**src/rtl/alu_exec_stage_if.sv**
```systemverilog
// Operand/result handshake bundle between the issue logic, the execute stage and writeback.
// The master drives operations and accepts results; the slave is the execute stage.
interface alu_exec_stage_if #(
    parameter int NUM_SIZE = 32
);
    logic                inValid;
    logic                inReady;
    logic [NUM_SIZE-1:0] opA;
    logic [NUM_SIZE-1:0] opB;
    logic [2:0]          funct3;
    logic                altOp;
    logic                outValid;
    logic                outReady;
    logic [NUM_SIZE-1:0] result;
    logic                overflow;

    modport master (
        output inValid, opA, opB, funct3, altOp, outReady,
        input  inReady, outValid, result, overflow
    );

    modport slave (
        input  inValid, opA, opB, funct3, altOp, outReady,
        output inReady, outValid, result, overflow
    );
endinterface

```
**src/rtl/alu_exec_stage.sv**
```systemverilog
// RV32I integer execute stage: single-cycle add/sub/compare/logic and a
// 1-bit-per-cycle serial shifter, with a registered valid/ready result.

module alu_addsub #(
    parameter int W = 32
) (
    input  logic [W-1:0] a,
    input  logic [W-1:0] b,
    input  logic         sub,
    output logic [W-1:0] sum,
    output logic         carry_out,
    output logic         overflow
);
    logic [W-1:0] b_eff;
    logic [W:0]   full;

    // Subtraction is a + ~b + 1; overflow is judged on the negated operand.
    always_comb begin
        b_eff     = sub ? ~b : b;
        full      = {1'b0, a} + {1'b0, b_eff} + {{W{1'b0}}, sub};
        sum       = full[W-1:0];
        carry_out = full[W];
        overflow  = (a[W-1] == b_eff[W-1]) & (sum[W-1] != a[W-1]);
    end
endmodule

module alu_exec_stage #(
    parameter int NUM_SIZE   = 32,
    parameter int SHAMT_SIZE = 5
) (
    input  logic                 clk,
    input  logic                 rstN,
    alu_exec_stage_if.slave      bus
);
    typedef enum logic [1:0] {
        IDLE  = 2'd0,
        SHIFT = 2'd1,
        DONE  = 2'd2
    } state_t;

    state_t                state_q, state_d;
    logic [NUM_SIZE-1:0]   result_q, result_d;
    logic                  overflow_q, overflow_d;
    logic [NUM_SIZE-1:0]   shreg_q, shreg_d;
    logic [SHAMT_SIZE-1:0] count_q, count_d;
    logic                  shl_q, shl_d;
    logic                  sra_q, sra_d;

    logic                  accept;
    logic                  is_shift;
    logic                  use_sub;
    logic [SHAMT_SIZE-1:0] shamt;
    logic [NUM_SIZE-1:0]   sum;
    logic                  carry_out;
    logic                  add_ovf;
    logic                  borrow;
    logic                  slt_bit;
    logic [NUM_SIZE-1:0]   alu_value;
    logic                  fill_bit;
    logic [NUM_SIZE-1:0]   shift_step;

    assign accept   = bus.inValid & (state_q == IDLE);
    assign is_shift = (bus.funct3 == 3'b001) | (bus.funct3 == 3'b101);
    assign shamt    = bus.opB[SHAMT_SIZE-1:0];
    assign use_sub  = ((bus.funct3 == 3'b000) & bus.altOp)
                    | (bus.funct3 == 3'b010) | (bus.funct3 == 3'b011);

    alu_addsub #(
        .W (NUM_SIZE)
    ) u_addsub (
        .a         (bus.opA),
        .b         (bus.opB),
        .sub       (use_sub),
        .sum       (sum),
        .carry_out (carry_out),
        .overflow  (add_ovf)
    );

    // A subtraction with no carry out of the MSB means opA < opB unsigned.
    assign borrow  = ~carry_out;
    assign slt_bit = sum[NUM_SIZE-1] ^ add_ovf;

    always_comb begin
        alu_value = bus.opA;
        case (bus.funct3)
            3'b000:  alu_value = sum;
            3'b010:  alu_value = {{(NUM_SIZE-1){1'b0}}, slt_bit};
            3'b011:  alu_value = {{(NUM_SIZE-1){1'b0}}, borrow};
            3'b100:  alu_value = bus.opA ^ bus.opB;
            3'b110:  alu_value = bus.opA | bus.opB;
            3'b111:  alu_value = bus.opA & bus.opB;
            default: alu_value = bus.opA;
        endcase
    end

    assign fill_bit   = sra_q & shreg_q[NUM_SIZE-1];
    assign shift_step = shl_q ? {shreg_q[NUM_SIZE-2:0], 1'b0}
                              : {fill_bit, shreg_q[NUM_SIZE-1:1]};

    always_comb begin
        state_d    = state_q;
        result_d   = result_q;
        overflow_d = overflow_q;
        shreg_d    = shreg_q;
        count_d    = count_q;
        shl_d      = shl_q;
        sra_d      = sra_q;
        case (state_q)
            IDLE: begin
                if (accept) begin
                    if (!is_shift) begin
                        result_d   = alu_value;
                        overflow_d = (bus.funct3 == 3'b000) & add_ovf;
                        state_d    = DONE;
                    end else if (shamt == '0) begin
                        result_d   = bus.opA;
                        overflow_d = 1'b0;
                        state_d    = DONE;
                    end else begin
                        shreg_d = bus.opA;
                        count_d = shamt;
                        shl_d   = (bus.funct3 == 3'b001);
                        sra_d   = (bus.funct3 == 3'b101) & bus.altOp;
                        state_d = SHIFT;
                    end
                end
            end
            SHIFT: begin
                shreg_d = shift_step;
                count_d = count_q - 1'b1;
                // The last step writes the result directly so no extra cycle is spent.
                if (count_q == {{(SHAMT_SIZE-1){1'b0}}, 1'b1}) begin
                    result_d   = shift_step;
                    overflow_d = 1'b0;
                    state_d    = DONE;
                end
            end
            DONE: begin
                if (bus.outReady) begin
                    state_d = IDLE;
                end
            end
            default: state_d = IDLE;
        endcase
    end

    always_ff @(posedge clk) begin
        if (!rstN) begin
            state_q    <= IDLE;
            result_q   <= '0;
            overflow_q <= 1'b0;
            shreg_q    <= '0;
            count_q    <= '0;
            shl_q      <= 1'b0;
            sra_q      <= 1'b0;
        end else begin
            state_q    <= state_d;
            result_q   <= result_d;
            overflow_q <= overflow_d;
            shreg_q    <= shreg_d;
            count_q    <= count_d;
            shl_q      <= shl_d;
            sra_q      <= sra_d;
        end
    end

    assign bus.inReady  = (state_q == IDLE);
    assign bus.outValid = (state_q == DONE);
    assign bus.result   = result_q;
    assign bus.overflow = overflow_q;
endmodule
```
**src/flat_wrapper.sv**
```systemverilog
// flat-port wrapper written by rule: the top's interface ports become plain ports
module alu_exec_stage_flat 
#(
    parameter int NUM_SIZE   = 32,
    parameter int SHAMT_SIZE = 5
)
  (clk, rstN, bus_inValid, bus_opA, bus_opB, bus_funct3, bus_altOp, bus_outReady, bus_inReady, bus_outValid, bus_result, bus_overflow);
  alu_exec_stage_if #(.NUM_SIZE(NUM_SIZE)) bus_i ();
  input  logic clk;
  input  logic rstN;
  input wire logic [$bits(bus_i.inValid)-1:0] bus_inValid;
  input wire logic [$bits(bus_i.opA)-1:0] bus_opA;
  input wire logic [$bits(bus_i.opB)-1:0] bus_opB;
  input wire logic [$bits(bus_i.funct3)-1:0] bus_funct3;
  input wire logic [$bits(bus_i.altOp)-1:0] bus_altOp;
  input wire logic [$bits(bus_i.outReady)-1:0] bus_outReady;
  output wire logic [$bits(bus_i.inReady)-1:0] bus_inReady;
  output wire logic [$bits(bus_i.outValid)-1:0] bus_outValid;
  output wire logic [$bits(bus_i.result)-1:0] bus_result;
  output wire logic [$bits(bus_i.overflow)-1:0] bus_overflow;
  assign bus_i.inValid = bus_inValid;
  assign bus_i.opA = bus_opA;
  assign bus_i.opB = bus_opB;
  assign bus_i.funct3 = bus_funct3;
  assign bus_i.altOp = bus_altOp;
  assign bus_i.outReady = bus_outReady;
  assign bus_inReady = bus_i.inReady;
  assign bus_outValid = bus_i.outValid;
  assign bus_result = bus_i.result;
  assign bus_overflow = bus_i.overflow;
  alu_exec_stage #(.NUM_SIZE(NUM_SIZE), .SHAMT_SIZE(SHAMT_SIZE)) u_core (.clk(clk), .rstN(rstN), .bus(bus_i));
endmodule
```
**config.mk**
```make
export PLATFORM = sky130hd
export DESIGN_NAME = alu_exec_stage_flat
export DESIGN_NICKNAME = d
export VERILOG_FILES = /design/src/rtl/alu_exec_stage_if.sv /design/src/rtl/alu_exec_stage.sv /design/src/flat_wrapper.sv
export SDC_FILE = /design/constraint.sdc
export NUM_CORES = 1
export LEC_CHECK = 0
export CORE_ASPECT_RATIO = 1.5
export CORE_MARGIN = 3
export CORE_UTILIZATION = 27
export CTS_BUF_LIST = sky130_fd_sc_hd__clkbuf_4
export CTS_CLUSTER_DIAMETER = 30
export DETAILED_ROUTE_END_ITERATION = 6
export PLACE_DENSITY = 0.52
export SYNTH_ARGS = -nofsm -noshare
export SYNTH_HDL_FRONTEND = slang
export SYNTH_SLANG_ARGS = --single-unit
```
**constraint.sdc**
```tcl
create_clock -name clk -period 6.1 [get_ports clk]
set_input_delay 1.22 -clock clk [delete_from_list [all_inputs] [get_ports clk]]
set_output_delay 1.22 -clock clk [all_outputs]
set_load 0.03 [all_outputs]
```
-- After elaboration in Yosys (flattened, before gate mapping)
Cells that the tools add are included.
- add/subtract/negate cells: 3
- eq/ne operators: 18
- reduce and logical (&&, ||, !) cells: 8
- bitwise gates (word level): 16
- multiplexer cells: 27
- operators by type and width (operator ; number):
    32-bit two-way mux ; 9
    32-bit case mux with 6 select lines ; 1
    32-bit case mux with 2 select lines ; 2
    32-bit by 32-bit adder with 33-bit output ; 1
    33-bit by 1-bit adder with 33-bit output ; 1
    32-bit bitwise AND ; 1
    32-bit inverter ; 1
    32-bit OR ; 1
    32-bit bitwise XOR ; 1
    5-bit two-way mux ; 3
    3-bit == test (second input constant) ; 4
    4-bit AND reduction ; 3
    2-bit two-way mux ; 5
    5-bit case mux with 2 select lines ; 1
    1-bit bitwise AND ; 6
    3-bit by 2-bit == test with 1-bit output (second input constant) ; 2
    2-bit by 1-bit inequality test with 1-bit output (second input constant) ; 3
    2-bit case mux with 3 select lines ; 1
    5-bit by 1-bit == test with 1-bit output (second input constant) ; 1
    5-bit zero test ; 1
    5-bit by 1-bit subtractor with 5-bit output (second input constant) ; 1
    1-bit two-way mux ; 4
    2-bit inequality test (second input constant) ; 2
    3-bit by 1-bit == test with 1-bit output (second input constant) ; 1
    other kinds (13) ; 16
- logic and storage cells: 79
- register bits after elaboration: 74
- bits of input ports: 72
- output and inout port bits: 35

-- Logic depth before layout (Yosys ltp)
- word-level depth: 14
- mapped depth: 17
- gate-level depth less buffers: 13

-- Modules after synthesis
A second synthesis with hierarchy kept.
- cells, all modules: 1096
- area total of the unflattened synthesis: 7980.2 um2
- by module, submodules not included (module ; seq. area each (um2) ; times used ; area an instance (um2) ; cells each):
    alu_exec_stage ; 1481.4 ; 1 ; 5997.0 ; 820
    alu_addsub ; 0.0 ; 1 ; 1983.2 ; 276

-- Worst setup path after synthesis
Ideal clock, no wire load.
- path kind: input to register
- start point: in bus_funct3[2]
- end point: reg u_core.result_q[0], in the netlist u_core.bus.result[0]
- path slack: 1.063 ns
- path buffers: 5
- data arrival time: 4.978 ns
- setup time: 0.058 ns
- data required time: 6.042 ns
- stages: 17
- cell sequence: clkbuf_8 -> clkbuf_1 -> a21o_1 -> clkbuf_1 -> clkbuf_1 -> xnor2_1 -> ha_1 -> buf_6 -> and3_2 -> a221oi_4 -> a2111oi_1 -> or4b_4 -> a211o_2 -> nand2_1 -> o21ai_1 -> a2111oi_2 -> o211a_1
- cells in the longest elaborated chain, start to end: 14
- elaborated cells on any way between the ends: 26
- classes of those cells: add/sub: 2; eq/ne: 10; mux: 5; bitwise: 7; reduce/logical: 2
- ends and longest elaborated chain (item ; line ; RTL):
    start, declared ; flat_wrapper.sv:14 ; input wire logic [$bits(bus_i.funct3)-1:0] bus_funct3;
    3-bit zero test ; alu_exec_stage.sv:65, alu_exec_stage.sv:85 ;
    1-bit bitwise AND ; alu_exec_stage.sv:65 ; assign use_sub = ((bus.funct3 == 3'b000) & bus.altOp)
    1-bit OR (2 in a row) ; alu_exec_stage.sv:66 ; | (bus.funct3 == 3'b010) | (bus.funct3 == 3'b011);
    32-bit two-way mux ; alu_exec_stage.sv:19 ; b_eff = sub ? ~b : b;
    32-bit by 32-bit adder with 33-bit output ; alu_exec_stage.sv:20 ; full = {1'b0, a} + {1'b0, b_eff} + {{W{1'b0}}, sub};
    33-bit by 1-bit adder with 33-bit output ; alu_exec_stage.sv:20 ;
    1-bit inequality test ; alu_exec_stage.sv:23 ; overflow = (a[W-1] == b_eff[W-1]) & (sum[W-1] != a[W-1]);
    1-bit bitwise AND ; alu_exec_stage.sv:23 ;
    1-bit bitwise XOR ; alu_exec_stage.sv:81 ; assign slt_bit = sum[NUM_SIZE-1] ^ add_ovf;
    32-bit case mux with 6 select lines ; alu_exec_stage.sv:85 ; case (bus.funct3)
    32-bit two-way mux ; alu_exec_stage.sv:111 ; if (!is_shift) begin
    32-bit two-way mux ; alu_exec_stage.sv:110 ; if (accept) begin
    32-bit case mux with 2 select lines ; alu_exec_stage.sv:108 ; case (state_q)
    end signal, assigned ; alu_exec_stage.sv:158 ; result_q <= result_d;
    end, declared ; alu_exec_stage.sv:42 ; logic [NUM_SIZE-1:0] result_q, result_d;
Several ways; a longest one is shown, not always the timed one. The select of a mux whose other input is x is not followed.
A chain may end at the register's enable or synchronous reset.

-- Final worst setup path
- start point: in bus_altOp
- end point: reg u_core.result_q[0], in the netlist u_core.bus.result[0]
- cells in the longest elaborated chain, start to end: 13
- elaborated cells on any way between the ends: 15
- classes of those cells: add/sub: 2; eq/ne: 2; mux: 5; bitwise: 6
- ends and longest elaborated chain (item ; line ; RTL):
    start, declared ; flat_wrapper.sv:15 ; input wire logic [$bits(bus_i.altOp)-1:0] bus_altOp;
    1-bit bitwise AND (*) ; alu_exec_stage.sv:65 ;
    1-bit OR (*) (2 in a row) ; alu_exec_stage.sv:66 ;
    32-bit two-way mux ; alu_exec_stage.sv:19 ;
    32-bit by 32-bit adder with 33-bit output ; alu_exec_stage.sv:20 ;
    33-bit by 1-bit adder with 33-bit output ; alu_exec_stage.sv:20 ;
    1-bit inequality test ; alu_exec_stage.sv:23 ;
    1-bit bitwise AND ; alu_exec_stage.sv:23 ;
    1-bit bitwise XOR ; alu_exec_stage.sv:81 ;
    32-bit case mux with 6 select lines (*) ; alu_exec_stage.sv:85 ;
    32-bit two-way mux (*) ; alu_exec_stage.sv:111 ;
    32-bit two-way mux (*) ; alu_exec_stage.sv:110 ;
    32-bit case mux with 2 select lines (*) ; alu_exec_stage.sv:108 ;
Mark *: on every way between the ends. The rest lies on a longest branch, timed or not. The select of a mux whose other input is x is not followed.

==> results.json <==
{
  "status": "finished, final reports clean",
  "path_clk_slew_ps": 130,
  "synth_area_leader_cell": "dfxtp_1",
  "final.min_clock_period_ps": 4960,
  "syn_nets": 1234,
  "combined_global_route_utilization_of_all_metal_layers_pct": 18.7,
  "hold_path.class": "flip-flop to flip-flop",
  "drt-initial-drc-count": 756,
  "skew_ps": 15.1,
  "routed_wirelength_um": 29000,
  "die_area_um2": 30900,
  "setup_viol": 0,
  "min_path_cells": 2,
  "post-dp-hpwl_um": 21300,
  "number_of_antenna_violations_at_the_first_check_in_global_routing": 2,
  "coreArea_um2": 28200,
  "drtPass1Iterations": 5,
  "routed-via-count": 7931,
  "synth_async_sr_flop_share_pct": 0,
  "hold_viol_final": 0,
  "synth_area_per_cell_um2": 7.30,
  "synthesized_instance_count": 1064,
  "ioPinCount": 107,
  "clock_tree.htree_level_count": 3,
  "pwr_density_cell_nw_per_um2": 187,
  "ant_nets": 0,
  "worst-endpoint-arrival_ps": 5410,
  "synth_edf_count": 0,
  "dominantRegCellSynth": "dfxtp_1",
  "worst_path_required_ps": 6550,
  "tritoncts": "built",
  "numCtsBuffers": 9,
  "drc": 0,
  "rows": 75,
  "finalCritPeriodShare_pct": 81.4,
  "cell_area_after_technology_mapping_um2": 7760,
  "cp_slowest_cell": "or4b_4",
  "timing.critical_path.fanout_max": 16,
  "setup_tns_ps": 0,
  "numClockSinks": 74,
  "reg2reg_from": "u_core.count_q[0]",
  "ys_seq_elements": 74,
  "timing.reg2reg.worst_path_depth": 8,
  "setup.worst_path.end_class": "flip-flop",
  "timing.max_slew.rel_slack_pct": 21.6,
  "timing.critical_path.max_delay_family": "compound AO/OA/AOI/OAI gates",
  "clk-insertion-delay-late_ps": 500,
  "global_route.overflow_total": 0,
  "max-vdd-ir-drop_mv": 0.0766,
  "timing.critical_path.from": "bus_altOp",
  "die_y_extent_um": 214,
  "yosysUniqueCellTypes": 76,
  "die_w_um": 144,
  "grt_setup_unrepaired": "no",
  "worst-path-buf-inv": 2,
  "synth_common_cells": "a21oi_1, ha_1, nand2_1, nor2_1",
  "grt_pass1_wl_um": 44600,
  "timing.critical_path.from_type": "input pin",
  "power.static_leakage_nw": 3.68,
  "nets": 1294,
  "num-fill-cells": 3029,
  "globalplace.congestion": 0.920,
  "synth-seq-area-share_pct": 19.1,
  "fin_util_pct": 32.7,
  "critPathMaxStageDelay_ps": 530,
  "ys_warn_count": 0,
  "final_layout_size_suffix_gt1_share_pct": 5.23,
  "grt_start_max_net_pins": 60,
  "yosysMostFrequentCell": "a21oi_1",
  "netlist_top_cells_area": "dfxtp_1, ha_1, a21oi_1",
  "syn_to_final_growth_pct": 18.5,
  "ctsResizeCount": 0,
  "initial_core_utilization_pct": 27.6,
  "drv_cap": 0,
  "cts_root_buf": "clkbuf_4",
  "critical_path_class": "input pin to flip-flop",
  "clockBufferDepth": 2,
  "cp.depth": 15,
  "synth_largest_type_area_fraction_pct": 19.1,
  "cts_post_setup_buffers_inserted": 0,
  "tightestPinTransition_ps": 1180,
  "worstHoldStart": "u_core.bus.overflow",
  "vias_per_cell": 5.37,
  "buffer_ports.inserted": 106,
  "slew_violations": 0,
  "grt_pass1_vias": 7664,
  "number_of_buffers_added_to_fix_hold_violations_after_cts": 0,
  "worstPathCellList": "clkdlybuf4s50_1, nand2b_1, a21o_2, buf_4, xnor2_1, ha_1, a21oi_1, o211ai_1, a221oi_1, or4b_4, a211o_2, nand2_1, o21ai_1, a2111oi_2, o211a_1",
  "maxClockFrequency_mhz": 201,
  "avgRoutedWirePerCell_um": 19.6
}
[area by class of cell]
type	count	area [um^2]	area share (%)
diodes	1	2.50	0.0272
clock buffers	11	82.6	0.898
clock inverters	5	55.1	0.598
inverters	75	282	3.06
multi-input cells	842	5690	61.9
flip-flops and latches	74	1480	16.1
well taps	346	433	4.71
repair buffers	122	1170	12.7
[power by group]
group / internal (mW) / switching [mW] / leakage [nW]
Clock: 0.132 / 0.210 / 0.0729
Sequential: 0.520 / 0.0312 / 0.606
Combinational: 0.335 / 0.489 / 3.00
[flip-flops by register name (all words and copies together), names as in the netlist]
register             cells
u_core.bus.result       32
u_core.shreg_q          32
u_core.count_q           5
u_core.state_q           2
u_core.bus.overflow      1
u_core.shl_q             1
u_core.sra_q             1
[worst paths after layout]
check,to,slack (ps)
max reg2reg,u_core.bus.result[20],3090
min reg2reg,u_core.bus.overflow,480
max,u_core.bus.result[0],1140
min,u_core.bus.overflow,480
[cells by family (layout without fill, tap and decap cells)]
group	count (synthesis)	count (layout)	synth area share, %
AO/OA/AOI/OAI	388	388	31.3
AND/OR/NAND/NOR	272	272	15.9
buffers and inverters	148	213	7.91
adder cells (fa/ha/maj)	98	98	15.9
flip-flops	74	74	19.1
XOR/XNOR	59	59	6.66
multiplexers	25	25	3.29
other	0	1	0
[stage by stage]
stage / total power, mW / cell area (um^2) / setup WS [ps] / hold WS [ps] / std cells
after global placement: 1.38 / 9060 / 669 / 456 / 1459
after detailed placement: 1.38 / 9060 / 610 / 458 / 1459
after global routing: 1.82 / 9200 / 812 / 489 / 1476
after floorplan: 1.10 / 7760 / 1060 / 432 / 1064
final: 1.72 / 9200 / 1140 / 476 / 1476
after CTS: 1.73 / 9200 / 1150 / 476 / 1475
[cells in the final DEF, fill, tap and decap left out, types with 4 or more instances in the layout]
cell / count
a211oi_1: 35
a21o_1: 20
a21oi_1: 136
a221o_1: 5
a221oi_1: 14
a22o_1: 5
a22oi_1: 4
a31oi_1: 7
and2_1: 4
and2_2: 4
buf_4: 16
clkbuf_4: 11
clkdlybuf4s50_1: 104
dfxtp_1: 73
ha_1: 97
inv_1: 73
mux2_2: 4
mux2i_1: 21
nand2_1: 97
nand3_1: 16
nand4_1: 4
nor2_1: 87
nor2b_1: 14
nor3_1: 17
nor3b_1: 4
o211ai_1: 23
o21a_1: 6
o21ai_0: 70
o21ai_1: 22
o221ai_1: 6
o22ai_1: 5
xnor2_1: 51
xor2_1: 8
[routing by layer]
metal / part of all wire, % / GRT usage, %
met5: 0 / 0
met1: 43 / 24.1
met2: 49 / 32.2
met3: 4.6 / 1.78
met4: 2.8 / 6.69
[worst reg2reg max path, stage by stage, from the launching register on]
cell,delay (ps)
dfxtp_1,430
ha_1,160
nor4b_1,420
nand2_1,190
a21o_1,440
buf_4,330
nor3_1,650
o311ai_1,220
o21ai_1,120
Power figures use the tool's default switching activity.
